<file path="config.mk">
export PLATFORM = sky130hd
export DESIGN_NAME = umem_arbiter
export DESIGN_NICKNAME = d
export VERILOG_FILES = /design/src/rtl/umem_arbiter.sv
export SDC_FILE = /design/constraint.sdc
export NUM_CORES = 1
export LEC_CHECK = 0
export ABC_AREA = 1
export BUFFER_PORTS_ARGS = -buffer_cell sky130_fd_sc_hd__buf_4
export CAP_MARGIN = 20
export CORE_MARGIN = 3
export CORE_UTILIZATION = 35
export CTS_CLUSTER_DIAMETER = 80
export DETAILED_ROUTE_END_ITERATION = 8
export PLACE_DENSITY_LB_ADDON = 0.1
export SLEW_MARGIN = 15
export SYNTH_ARGS = -nofsm -noshare
export SYNTH_HDL_FRONTEND = slang
export SYNTH_SLANG_ARGS = --single-unit
</file>
<file path="constraint.sdc">
create_clock -name clk -period 2.35 [get_ports clk]
set_clock_uncertainty 0.05 [all_clocks]
set_input_delay 0.47 -clock clk [delete_from_list [all_inputs] [get_ports clk]]
set_output_delay 0.47 -clock clk [all_outputs]
set_load 0.01 [all_outputs]
</file>
<file path="src/rtl/umem_arbiter.sv">
// umem_arbiter: two-requester arbiter and sequencer for the single-ported
// unified memory. The instruction side issues line fills. The data side issues
// line fills or line write-backs. One operation is granted at a time. The block
// holds the memory strobes until the memory pulses mem_rdy, then returns a
// one-cycle done pulse together with a registered read line.
//
// Build option:
//   ARB_RR_EN  defined   -> round-robin tie-break using a 1-bit last-served
//                           pointer (the first tie after reset goes to D)
//   ARB_RR_EN  undefined -> fixed priority, D always wins ties
//
// Every output is a flop. No input has a combinational path to an output.

module umem_arbiter #(
  parameter int ADDR_W = 14,
  parameter int LINE_W = 64
) (
  input  logic              clk,
  input  logic              rst,
  // instruction side
  input  logic              i_req,
  input  logic [ADDR_W-1:0] i_addr,
  output logic              i_done,
  // data side
  input  logic              d_req,
  input  logic              d_we,
  input  logic [ADDR_W-1:0] d_addr,
  input  logic [LINE_W-1:0] d_wdata,
  output logic              d_done,
  // returned read line
  output logic [LINE_W-1:0] rd_line,
  // memory side
  output logic [ADDR_W-1:0] mem_addr,
  output logic              mem_re,
  output logic              mem_we,
  output logic [LINE_W-1:0] mem_wdata,
  input  logic [LINE_W-1:0] mem_rdata,
  input  logic              mem_rdy
);

  typedef enum logic [1:0] {
    IDLE   = 2'd0,
    BUSY_I = 2'd1,
    BUSY_D = 2'd2,
    RESP   = 2'd3
  } state_t;

  state_t state_q, state_d;

  // Next-state values of the registered outputs.
  logic [ADDR_W-1:0] mem_addr_d;
  logic [LINE_W-1:0] mem_wdata_d;
  logic              mem_re_d;
  logic              mem_we_d;
  logic [LINE_W-1:0] rd_line_d;
  logic              i_done_d;
  logic              d_done_d;

  // Grant decision. It only matters while the state is IDLE.
  logic grant_i;
  logic grant_d;

`ifdef ARB_RR_EN
  // Last-served pointer: 0 = I was served last, 1 = D was served last.
  logic last_d_q;

  // Round-robin tie-break: on a tie, the side that was not served last wins.
  always_comb begin
    grant_d = d_req & (~i_req | ~last_d_q);
    grant_i = i_req & ~grant_d;
  end

  // Update the pointer on every grant.
  always_ff @(posedge clk) begin
    if (rst) begin
      last_d_q <= 1'b0;
    end else if (state_q == IDLE && (grant_i || grant_d)) begin
      last_d_q <= grant_d;
    end
  end
`else
  // Fixed priority: D wins every tie, so I can starve while d_req stays high.
  always_comb begin
    grant_d = d_req;
    grant_i = i_req & ~d_req;
  end
`endif

  // Next-state and next-output logic for the sequencer.
  always_comb begin
    // NOTE: every signal gets a default here before the case statement. A
    // branch that forgets one then holds the flop instead of inferring a latch.
    state_d     = state_q;
    mem_addr_d  = mem_addr;
    mem_wdata_d = mem_wdata;
    mem_re_d    = mem_re;
    mem_we_d    = mem_we;
    rd_line_d   = rd_line;
    i_done_d    = 1'b0;
    d_done_d    = 1'b0;

    case (state_q)
      IDLE: begin
        // Requests are sampled only here. The granted operation is latched
        // into the memory-side registers, so later input churn has no effect.
        if (grant_d) begin
          state_d     = BUSY_D;
          mem_addr_d  = d_addr;
          mem_wdata_d = d_wdata;
          mem_we_d    = d_we;
          mem_re_d    = ~d_we;
        end else if (grant_i) begin
          state_d    = BUSY_I;
          mem_addr_d = i_addr;
          mem_re_d   = 1'b1;
          mem_we_d   = 1'b0;
        end
      end

      BUSY_I: begin
        // Hold the read strobe until the memory completes.
        if (mem_rdy) begin
          state_d   = RESP;
          rd_line_d = mem_rdata;
          mem_re_d  = 1'b0;
          mem_we_d  = 1'b0;
          i_done_d  = 1'b1;
        end
      end

      BUSY_D: begin
        // A write-back leaves rd_line untouched. Only a fill captures data.
        if (mem_rdy) begin
          state_d = RESP;
          if (mem_re) begin
            rd_line_d = mem_rdata;
          end
          mem_re_d = 1'b0;
          mem_we_d = 1'b0;
          d_done_d = 1'b1;
        end
      end

      RESP: begin
        // The done pulse is visible this cycle. mem_rdy is ignored here.
        state_d = IDLE;
      end

      default: begin
        state_d  = IDLE;
        mem_re_d = 1'b0;
        mem_we_d = 1'b0;
      end
    endcase
  end

  // State and output registers with synchronous active-high reset.
  always_ff @(posedge clk) begin
    if (rst) begin
      // NOTE: the datapath registers (address, write data, read line) are
      // reset as well. Their reset values are visible on the ports, and an
      // abandoned fill must not leave a half-captured line behind.
      state_q   <= IDLE;
      mem_addr  <= '0;
      mem_wdata <= '0;
      mem_re    <= 1'b0;
      mem_we    <= 1'b0;
      rd_line   <= '0;
      i_done    <= 1'b0;
      d_done    <= 1'b0;
    end else begin
      // NOTE: sequential state uses non-blocking assignments only, so every
      // flop samples the pre-edge values no matter what order they appear in.
      state_q   <= state_d;
      mem_addr  <= mem_addr_d;
      mem_wdata <= mem_wdata_d;
      mem_re    <= mem_re_d;
      mem_we    <= mem_we_d;
      rd_line   <= rd_line_d;
      i_done    <= i_done_d;
      d_done    <= d_done_d;
    end
  end

  // Structural invariants of the sequencer.
  a_strobe_excl : assert property (@(posedge clk) disable iff (rst)
    !(mem_re && mem_we));
  a_done_excl   : assert property (@(posedge clk) disable iff (rst)
    !(i_done && d_done));
  a_done_resp   : assert property (@(posedge clk) disable iff (rst)
    (i_done || d_done) |-> (state_q == RESP));
  a_resp_quiet  : assert property (@(posedge clk) disable iff (rst)
    (state_q == RESP) |-> (!mem_re && !mem_we));

endmodule
</file>
==> PnR_summary.wiki <==
{| class="wikitable"
! Metric !! Value
|-
| Antenna diode instance count || 0
|-
| Cts hold-fix bufs || 0
|-
| Number of antenna-violating nets in the routed design || 0
|-
| Sequential-to-total area share from yosys stat || 0.479
|-
| Part of the power in the clock network || 0.228
|-
| Worst setup path start || state_q[1]
|-
| Total vias in the final route || 6032
|-
| Switching power total || 4860 uW
|-
| Average detailed-routed wire length per instance || 13.8 um
|-
| Total setup buffers inserted after CTS || 0
|-
| Area added between synthesis and finish || 48.4%
|-
| Pint || 8000 uW
|-
| Element type at the critical path start || flop
|-
| RSZ-0062 raised after global routing || no
|-
| Final WL || 19.0 mm
|-
| Leak Pwr || 0.00473 uW
|-
| Sum of overflow across all layers after global routing || 0
|-
| Overall die area || 0.0193 mm^2
|-
| Req. time, crit path || 2610 ps
|-
| Yosys warnings || 0
|-
| Number of vias per cell || 4.38
|-
| Clock latency on the worst-skew pair || 410 ps
|-
| Total Routing Usage GR || 0.194
|-
| Area of the mapped netlist || 0.00619 mm^2
|-
| Clock transition at path regs || 60 ps
|-
| Avg Inst Size Synth || 7.23 um^2
|-
| Initial DRT Pass Iterations || 4
|-
| First-pass GRT wire length || 30.3 mm
|-
| Total DRC errors in the routed layout || 0
|-
| Result of the run || finished, final reports clean
|-
| Time the worst path needs with I/O delays and setup || 1980 ps
|-
| # fillers || 1731
|-
| Sequential share of power || 0.316
|-
| Min-delay worst type || in -> reg
|-
| Peak Freq || 0.506 GHz
|-
| Row count || 47
|-
| Master cell of the clock root buffer || clkbuf_16
|-
| Starting utilization of the core area || 0.365
|-
| Headroom to the max-slew limit || 0.523
|-
| Overall Power || 12900 uW
|-
| Number of global-route vias before repair || 5846
|-
| Final TNS setup || 0 ps
|-
| Count of mapped cells out of synthesis || 856
|-
| Hold wc startpoint || rst
|-
| CP Data Arrival Time || 2230 ps
|-
| Die Wd || 139 um
|-
| Syn nets || 1024
|-
| Flops & latches, synth || 148
|-
| Placeable core area || 0.0169 mm^2
|-
| Max-slew violations || 0
|-
| Least-Margin Pin Slew || 716 ps
|-
| Count of final setup violators || 0
|-
| Gate power share || 0.455
|-
| Share of final-layout standard cells stronger than drive strength 1 || 0.340
|-
| Max Root-Sink Buffers || 2
|-
| CTS resizes || 0
|-
| Number of DRC markers after the initial detailed-route iteration || 244
|-
| Yosys cell types || 22
|-
| Switching share of total power || 0.378
|-
| Number of hold-slack violations in the final timing report || 0
|-
| Die Y-Extent || 139 um
|-
| Share of the core filled with cells in the final layout || 0.542
|-
| CTS H-tree depth || 4
|-
| Clock tree from TritonCTS || done
|-
| Port Buffers || 307
|-
| Routability-driven placement congestion ratio || 0.762
|-
| Pin count of the biggest net entering global routing || 65
|-
| Tcrit/Tclk final || 0.841
|-
| Number of nets in the layout || 1312
|-
| Count of placed standard cells in the final layout, fillers left out || 1376
|-
| Max IR drop VDD || 0.641 mV
|-
| Critical-path maximum fanout || 64
|-
| Initial antenna violation count || 0
|-
| HPWL Detailed || 13.9 mm
|-
| Max Cap Violations || 0
|-
| Pwr Density || 1400 mW/mm^2
|-
| Total I/O pin count || 308
|-
| Startpoint-to-endpoint class of the critical path || reg -> reg
|-
| Kind of capture point of the worst setup path || flop
|-
| Startpoint of the worst-slack reg-to-reg timing path || state_q[1]
|-
| Number of CTS-inserted buffers || 17
|-
| Placed cells || 1345
|-
| Number of clock sinks seen by CTS || 148
|}
stage by stage:
stage	setup WS, ps	cell area (um^2)	hold slack, ps
floorplan	876	6190	422
global placement	394	8540	400
detailed placement	376	8540	407
CTS	364	9190	193
global route	183	9190	205
finish	374	9190	214
logic make-up after synthesis:
| kind of cell | after synthesis | synth area share |
|---|---|---|
| DFF | 148 | 0.479 |
| adders and majority gates | 6 | 0.0121 |
| buffers and inverters | 131 | 0.111 |
| AOI/OAI and AO/OA | 84 | 0.0698 |
| and+or+nand+nor | 487 | 0.328 |
routing by layer:
metal / wire [um] / GRT usage / up-vias
li1: - / - / 3194
met1: 7830 / 0.229 / 2594
met2: 8780 / 0.315 / 221
met3: 2050 / 0.0872 / 23
met4: 349 / 0.0654 / 0
met5: 0 / 0 / -
cell type report:
| type | instances | area [um^2] | area share |
|---|---|---|---|
| inverters | 79 | 299 | 0.0326 |
| well taps | 220 | 275 | 0.0300 |
| clock buffers | 23 | 498 | 0.0542 |
| multi-input cells | 577 | 2540 | 0.277 |
| flip-flops and latches | 148 | 2960 | 0.323 |
| repair buffers | 321 | 2460 | 0.268 |
| clock inverters | 8 | 146 | 0.0159 |
cells in the mapped netlist:
cell | instances | area, um^2
ha_1 | 6 | 75.1
nor2_2 | 30 | 188
nor2_1 | 264 | 991
buf_6 | 20 | 225
o21ai_1 | 19 | 95.1
inv_2 | 5 | 18.8
inv_1 | 74 | 278
nor2_8 | 2 | 40.0
o21ai_2 | 3 | 26.3
o21ai_0 | 61 | 305
clkbuf_2 | 6 | 30.0
buf_1 | 1 | 3.75
nand2_2 | 1 | 6.26
buf_2 | 10 | 50.1
clkbuf_1 | 8 | 30.0
buf_4 | 7 | 52.6
nand3_1 | 66 | 330
dfxtp_1 | 148 | 2960
nor2_4 | 1 | 11.3
a21oi_1 | 1 | 5.00
nand2_1 | 122 | 458
nand4_1 | 1 | 6.26
worst max-delay path, cell delays in order, from the launching register on:
cell,delay (ps)
dfxtp_1,380
inv_1,110
ha_1,270
o21ai_4,160
buf_4,560
nand3_1,160
nand2_1,90
nor2_1,40
power groups by stage:
stage | registers, uW | clock network (uW) | logic [uW]
2_1_floorplan | 4570 | 0 | 3230
3_3_place_gp | 4100 | 0 | 5920
3_5_place_dp | 4130 | 0 | 5950
4_1_cts | 4080 | 3020 | 5970
5_1_grt | 4210 | 3110 | 6570
6_report | 4070 | 2940 | 5850
placed cells by master, fill, tap and decap left out:
cell        instances
a21oi_1             1
buf_12              4
buf_4             317
bufinv_16           4
clkbuf_1            1
clkbuf_16          17
clkbuf_8            5
clkinv_2            2
clkinv_4            1
clkinvlp_4          1
dfxtp_1           148
ha_1                6
inv_1              74
inv_2               4
inv_4               1
nand2_1           122
nand2_2             1
nand3_1            66
nand4_1             1
nor2_1            264
nor2_2             30
nor2_4              1
nor2_8              2
o21ai_0            61
o21ai_1            19
o21ai_2             2
o21ai_4             1
flip-flops by register name, indices dropped and copies added, names as in the netlist:
register   count
state_q        2
mem_we         1
mem_addr      14
d_done         1
mem_re         1
i_done         1
mem_wdata     64
rd_line       64
path summary, 6_finish.rpt:
check	endpoint	slack, ps	cells after the start
setup / recovery	rd_line[18]	370	7
hold / removal	state_q[0]	210	2
setup reg to reg	rd_line[18]	370	7
hold reg to reg	rd_line[61]	420	2
No activity file was read; power rests on OpenSTA's default activity.
